**config.mk**
```make
export PLATFORM = sky130hd
export DESIGN_NAME = dmem_arbiter
export DESIGN_NICKNAME = d
export VERILOG_FILES = /design/src/rtl/dmem_arbiter.sv
export SDC_FILE = /design/constraint.sdc
export NUM_CORES = 1
export LEC_CHECK = 0
export CORE_MARGIN = 2
export CORE_UTILIZATION = 42
export CTS_CLUSTER_DIAMETER = 120
export DETAILED_ROUTE_END_ITERATION = 8
export PLACE_DENSITY_LB_ADDON = 0.1
export SYNTH_ARGS = -nofsm -noshare
export SYNTH_HDL_FRONTEND = slang
export SYNTH_SLANG_ARGS = --single-unit
```
**constraint.sdc**
```tcl
create_clock -name clk -period 3.2 [get_ports clk]
set_input_delay 0.48 -clock clk [delete_from_list [all_inputs] [get_ports clk]]
set_output_delay 0.48 -clock clk [all_outputs]
set_load 0.05 [all_outputs]
```
**src/rtl/dmem_arbiter.sv**
```systemverilog
// dmem_arbiter: two-port round-robin arbiter/sequencer in front of a 256x32 word memory; byte-enable writes become read-modify-write.
// Latency from grant cycle N: read -> rvalid N+2, full write -> N+2, partial write -> N+3, be=0 write -> N+1.
// Backpressure: requesters hold req until pX_gnt; one transaction in flight, gnt only in IDLE. Optional DMEM_ARB_RANGE_CHECK_EN.
module dmem_arbiter #(
    parameter int ADDR_W = 32,
    parameter int MEM_AW = 8
) (
    input  logic              clk,
    input  logic              rst_n,
    input  logic              p0_req,
    input  logic              p0_we,
    input  logic [ADDR_W-1:0] p0_addr,
    input  logic [31:0]       p0_wdata,
    input  logic [3:0]        p0_be,
    output logic              p0_gnt,
    output logic              p0_rvalid,
    output logic [31:0]       p0_rdata,
    output logic              p0_err,
    input  logic              p1_req,
    input  logic              p1_we,
    input  logic [ADDR_W-1:0] p1_addr,
    input  logic [31:0]       p1_wdata,
    input  logic [3:0]        p1_be,
    output logic              p1_gnt,
    output logic              p1_rvalid,
    output logic [31:0]       p1_rdata,
    output logic              p1_err,
    output logic              mem_read,
    output logic              mem_write,
    output logic [ADDR_W-1:0] mem_addr,
    output logic [31:0]       mem_wdata,
    input  logic [31:0]       mem_rdata
);

    typedef enum logic [1:0] {ST_IDLE, ST_RD, ST_WR, ST_RESP} state_t;

    state_t              r_state;
    logic                r_last_grant;
    logic                r_port;
    logic                r_we;
    logic [MEM_AW-1:0]   r_idx;
    logic [31:0]         r_wdata;
    logic [3:0]          r_be;
    logic                r_mem_read;
    logic                r_mem_write;
    logic [31:0]         r_mem_wdata;
    logic                r_p0_rvalid;
    logic                r_p1_rvalid;
    logic [31:0]         r_p0_rdata;
    logic [31:0]         r_p1_rdata;
    logic                r_p0_err;
    logic                r_p1_err;

    logic                w_idle;
    logic                w_any;
    logic                w_sel;
    logic                w_we;
    logic [ADDR_W-1:0]   w_addr;
    logic [31:0]         w_wdata;
    logic [3:0]          w_be;
    logic                w_bad;
    logic [31:0]         w_merge;
    logic                w_unused;

    // Grants are only offered while idle and out of reset, so nothing is accepted and then lost.
    assign w_idle = (r_state == ST_IDLE) && rst_n;
    assign w_any  = p0_req | p1_req;
    // Port 1 wins when alone, or on a tie when port 0 was served last.
    assign w_sel  = p1_req & (~p0_req | ~r_last_grant);

    assign p0_gnt = w_idle & w_any & ~w_sel;
    assign p1_gnt = w_idle & w_sel;

    assign w_we    = w_sel ? p1_we    : p0_we;
    assign w_addr  = w_sel ? p1_addr  : p0_addr;
    assign w_wdata = w_sel ? p1_wdata : p0_wdata;
    assign w_be    = w_sel ? p1_be    : p0_be;

`ifdef DMEM_ARB_RANGE_CHECK_EN
    // Anything outside the memory window is answered with an error and never touches memory.
    assign w_bad    = |w_addr[ADDR_W-1:MEM_AW+2];
    assign w_unused = ^w_addr[1:0];
`else
    // Upper address bits are dropped, so accesses wrap into the memory window.
    assign w_bad    = 1'b0;
    assign w_unused = ^{w_addr[ADDR_W-1:MEM_AW+2], w_addr[1:0]};
`endif

    // Read-modify-write merge: enabled lanes from the request, others from the current memory word.
    always_comb begin
        w_merge = mem_rdata;
        for (int i = 0; i < 4; i++) begin
            if (r_be[i]) begin
                w_merge[8*i +: 8] = r_wdata[8*i +: 8];
            end
        end
    end

    // Sequencer: arbitrate in IDLE, then RD and/or WR as the request needs, then a one-cycle RESP.
    always_ff @(posedge clk or negedge rst_n) begin
        if (!rst_n) begin
            r_state      <= ST_IDLE;
            r_last_grant <= 1'b1;
            r_port       <= 1'b0;
            r_we         <= 1'b0;
            r_idx        <= '0;
            r_wdata      <= '0;
            r_be         <= '0;
            r_mem_read   <= 1'b0;
            r_mem_write  <= 1'b0;
            r_mem_wdata  <= '0;
            r_p0_rvalid  <= 1'b0;
            r_p1_rvalid  <= 1'b0;
            r_p0_rdata   <= '0;
            r_p1_rdata   <= '0;
            r_p0_err     <= 1'b0;
            r_p1_err     <= 1'b0;
        end else begin
            // Strobes and response fields are single-cycle unless re-set below.
            r_mem_read  <= 1'b0;
            r_mem_write <= 1'b0;
            r_p0_rvalid <= 1'b0;
            r_p1_rvalid <= 1'b0;
            r_p0_rdata  <= '0;
            r_p1_rdata  <= '0;
            r_p0_err    <= 1'b0;
            r_p1_err    <= 1'b0;
            case (r_state)
                ST_IDLE: begin
                    if (w_any) begin
                        r_port       <= w_sel;
                        r_last_grant <= w_sel;
                        r_we         <= w_we;
                        r_idx        <= w_addr[MEM_AW+1:2];
                        r_wdata      <= w_wdata;
                        r_be         <= w_be;
                        if (w_bad) begin
                            r_state <= ST_RESP;
                            if (w_sel) begin
                                r_p1_rvalid <= 1'b1;
                                r_p1_err    <= 1'b1;
                            end else begin
                                r_p0_rvalid <= 1'b1;
                                r_p0_err    <= 1'b1;
                            end
                        end else if (!w_we) begin
                            r_state    <= ST_RD;
                            r_mem_read <= 1'b1;
                        end else if (w_be == 4'hF) begin
                            r_state     <= ST_WR;
                            r_mem_write <= 1'b1;
                            r_mem_wdata <= w_wdata;
                        end else if (w_be == 4'h0) begin
                            r_state <= ST_RESP;
                            if (w_sel) r_p1_rvalid <= 1'b1;
                            else       r_p0_rvalid <= 1'b1;
                        end else begin
                            r_state    <= ST_RD;
                            r_mem_read <= 1'b1;
                        end
                    end
                end
                ST_RD: begin
                    if (r_we) begin
                        r_state     <= ST_WR;
                        r_mem_write <= 1'b1;
                        r_mem_wdata <= w_merge;
                    end else begin
                        r_state <= ST_RESP;
                        if (r_port) begin
                            r_p1_rvalid <= 1'b1;
                            r_p1_rdata  <= mem_rdata;
                        end else begin
                            r_p0_rvalid <= 1'b1;
                            r_p0_rdata  <= mem_rdata;
                        end
                    end
                end
                ST_WR: begin
                    r_state <= ST_RESP;
                    if (r_port) r_p1_rvalid <= 1'b1;
                    else        r_p0_rvalid <= 1'b1;
                end
                ST_RESP: begin
                    r_state <= ST_IDLE;
                end
                default: begin
                    r_state <= ST_IDLE;
                end
            endcase
        end
    end

    assign mem_read  = r_mem_read;
    assign mem_write = r_mem_write;
    assign mem_addr  = {{(ADDR_W-MEM_AW-2){1'b0}}, r_idx, 2'b00};
    assign mem_wdata = r_mem_wdata;
    assign p0_rvalid = r_p0_rvalid;
    assign p0_rdata  = r_p0_rdata;
    assign p0_err    = r_p0_err;
    assign p1_rvalid = r_p1_rvalid;
    assign p1_rdata  = r_p1_rdata;
    assign p1_err    = r_p1_err;

endmodule

```
==> results.toml <==
[global_routing]
grt_use_total_pct = 21.0
gr-total-overflow = 0
grt_pass1_wl_um = 27100
grt_pass1_vias = 5168
grt_antenna_before_repair = 0
grt_start_max_net_pins = 96

[route]
first_pass_iters = 4
vias = 4937
drc = 0
drtIter0Drc = 220
vias_per_cell = 4.90
wl_per_cell_um = 17.4
detail_route.wirelength_um = 17500
postRouteAntennaNets = 0

[die]
initial_core_util_pct = 43.4
core_um2 = 15300
rows = 45
die_h_um = 130
die_area_um2 = 16900
die_x_um = 130
io_pins = 310

[clock_network]
root_buffer = "clkbuf_16"
clk_pin_slew_worst_paths_ns = 0.06
cts-htree-levels = 4
cts_tree = "done"
cts_resized = 0
clk_path_buf_depth = 2
cts_buffers = 17
clkSinkCount = 149
clock_latency_ns = 0.41

[logic_synthesis]
synthDistinctLibCells = 36
synthCells = 553
synth-seq-cells = 149
yosysWarningCount = 0
syn_area_per_cell_um2 = 12.0
yosysSeqAreaShare_pct = 56.1
syn_area_um2 = 6650

[critical_path]
cp-start-kind = "primary input"
crit_path_end_kind = "output port"
reg2regPathDepth = 7
r2r_slack_ns = 0.79
worstPathRequired_ns = 2.72
cp.arrival_ns = 2.12
worstSetupPathType = "primary input to output port"
crit_path_start = "p1_req"
worstReg2RegEnd = "p0_rdata[21]"
r2r_start = "r_state[1]"
cp-endpoint = "p1_gnt"
cp_max_fo = 29

[pwr]
powerDensity_nw_per_um2 = 1010
p_sw_mw = 4.15
power.internal_mw = 5.72
p_seq_share_pct = 30.3
p_comb_share_pct = 49.2
leakage_nw = 4.46
peakVddDrop_mv = 0.494
clockPowerShare_pct = 20.4
p_sw_share_pct = 42.1

[place]
placed_cells = 974
place_ws_ns = 0.356
gp_congestion = 0.776
dp_hpwl_um = 12200
port_buffers = 235

[timing]
finalCritPeriodShare_pct = 81.3
rsz0062_at_grt = "no"
relSlewSlack_pct = 32.9
setup_slack_ns = 0.599
skew_ns = 0.00560
tightest_slew_ns = 1.01
finalSetupTns_ns = 0
finalMaxSlewViolations = 0
final-setup-viol-count = 0
max_freq_mhz = 384
finalHoldViolations = 0
layout_min_cycle_time_ns = 2.60

[worst_hold_path]
hp-class = "flop to flop"

[layout]
stdcell_count = 1007
drive_above_1_share_pct = 10.8
fin_nets = 961
diodes = 0
area_growth_pct = 46.8

[flow_run]
drv_cap = 0

[run_status]
status = "finished, final reports clean"
==> layer usage <==
layer  vias to the layer above  global-route usage (%)  wire length, um
met3                        27                    5.08             1020
met1                      2424                    25.2             7210
li1                       2319                       -                -
met5                         -                       0                0
met4                         0                    8.41              399
met2                       167                    36.6             8870
==> through the flow <==
step	area [um2]	utilization, %	total power, mW	hold WS, ns
2_1_floorplan	6740	-	6.28	0.184
3_3_place_gp	9150	59.7	7.78	0.375
3_5_place_dp	9150	59.7	7.92	0.378
4_1_cts	9760	63.7	9.96	0.484
5_1_grt	9760	63.7	10.4	0.501
6_report	9760	63.7	9.86	0.479
==> timing repair <==
item | CTS | global route
buffers inserted | 0 | 0
hold endpoints to repair | 29 | 0
hold buffers | 1 | 0
==> power by group through the flow <==
stage	combinational, mW	clock, mW	sequential [mW]
after global routing	5.16	2.14	3.08
after floorplan	1.94	0	4.34
after CTS	4.91	2.06	3.00
final	4.86	2.02	2.99
after detailed placement	4.90	0	3.02
after global placement	4.79	0	2.99
==> state kept, by name, indices dropped and copies added (netlist names), 2 cells and up <==
register	cells
r_wdata	32
r_state	2
p0_rdata	32
p1_rdata	32
mem_wdata	32
r_idx	8
r_be	4
==> cells by family after synthesis <==
logic type | synth area share, %
flops | 56.1
mux | 22.2
simple gates | 10.2
buf+inv | 5.57
compound gates | 5.10
fa+ha+maj | 0.753
other cells | 0.0564
==> synthesized netlist by cell type (all sizes together) <==
| library cell | instances | share of area, % |
|---|---|---|
| dfstp | 1 | 0.40 |
| a22o | 1 | 0.13 |
| a222oi | 1 | 0.15 |
| nor3b | 1 | 0.11 |
| o21ai | 47 | 3.5 |
| nor3 | 1 | 0.075 |
| nand2b | 2 | 0.19 |
| dfrtp | 148 | 56 |
| conb | 1 | 0.056 |
| a31oi | 2 | 0.19 |
| mux2 | 33 | 5.6 |
| nand2 | 48 | 2.7 |
| nor2 | 2 | 0.11 |
| a21boi | 2 | 0.23 |
| o21ba | 1 | 0.15 |
| nor4 | 2 | 0.19 |
| o32ai | 1 | 0.13 |
| and2 | 33 | 3.1 |
| clkbuf | 28 | 1.6 |
| nor2b | 3 | 0.28 |
| mux2i | 110 | 17 |
| o31ai | 3 | 0.34 |
| o22ai | 1 | 0.094 |
| nand4 | 3 | 0.28 |
| ha | 4 | 0.75 |
| a21oi | 2 | 0.15 |
| buf | 35 | 3.8 |
| inv | 3 | 0.17 |
| and3 | 33 | 3.1 |
| nand3 | 1 | 0.075 |
==> placed cells by master (no fill, tap or decap), types with 6 or more instances in the layout <==
cell type | Yosys | final
o21ai_0 | 46 | 46
clkdlybuf4s50_1 | 0 | 232
mux2i_1 | 110 | 110
and3_1 | 33 | 33
clkbuf_16 | 0 | 17
clkinv_2 | 0 | 6
nand2_1 | 48 | 48
and2_1 | 33 | 33
conb_1 | 1 | 26
mux2_2 | 32 | 32
buf_4 | 26 | 13
dfrtp_1 | 148 | 148
==> final cells by class <==
class,instances,area (um2)
tap,211,264
inverter,3,11.3
multi-input combinational,363,2670
clock inverter,10,128
sequential,149,3730
fill,1227,5550
timing repair buffer,249,2480
clock buffer,22,474
==> critical path, cell delays in order <==
cell             delay, ns
clkdlybuf4s50_1       0.50
a21boi_4              0.23
buf_4                 0.46
and3_1                0.29
buf_12                0.15
==> worst min path at each step <==
stage                     start  cells after the start          end  slack [ns]
floorplan                 rst_n                      0     mem_read        0.18
global placement          rst_n                      1     r_idx[0]        0.37
detailed placement        rst_n                      1     r_idx[0]        0.38
CTS                  r_wdata[3]                      2   r_wdata[3]        0.48
global route        r_wdata[12]                      2  r_wdata[12]        0.50
finish              r_wdata[12]                      2  r_wdata[12]        0.48
Power figures use the tool's default switching activity.
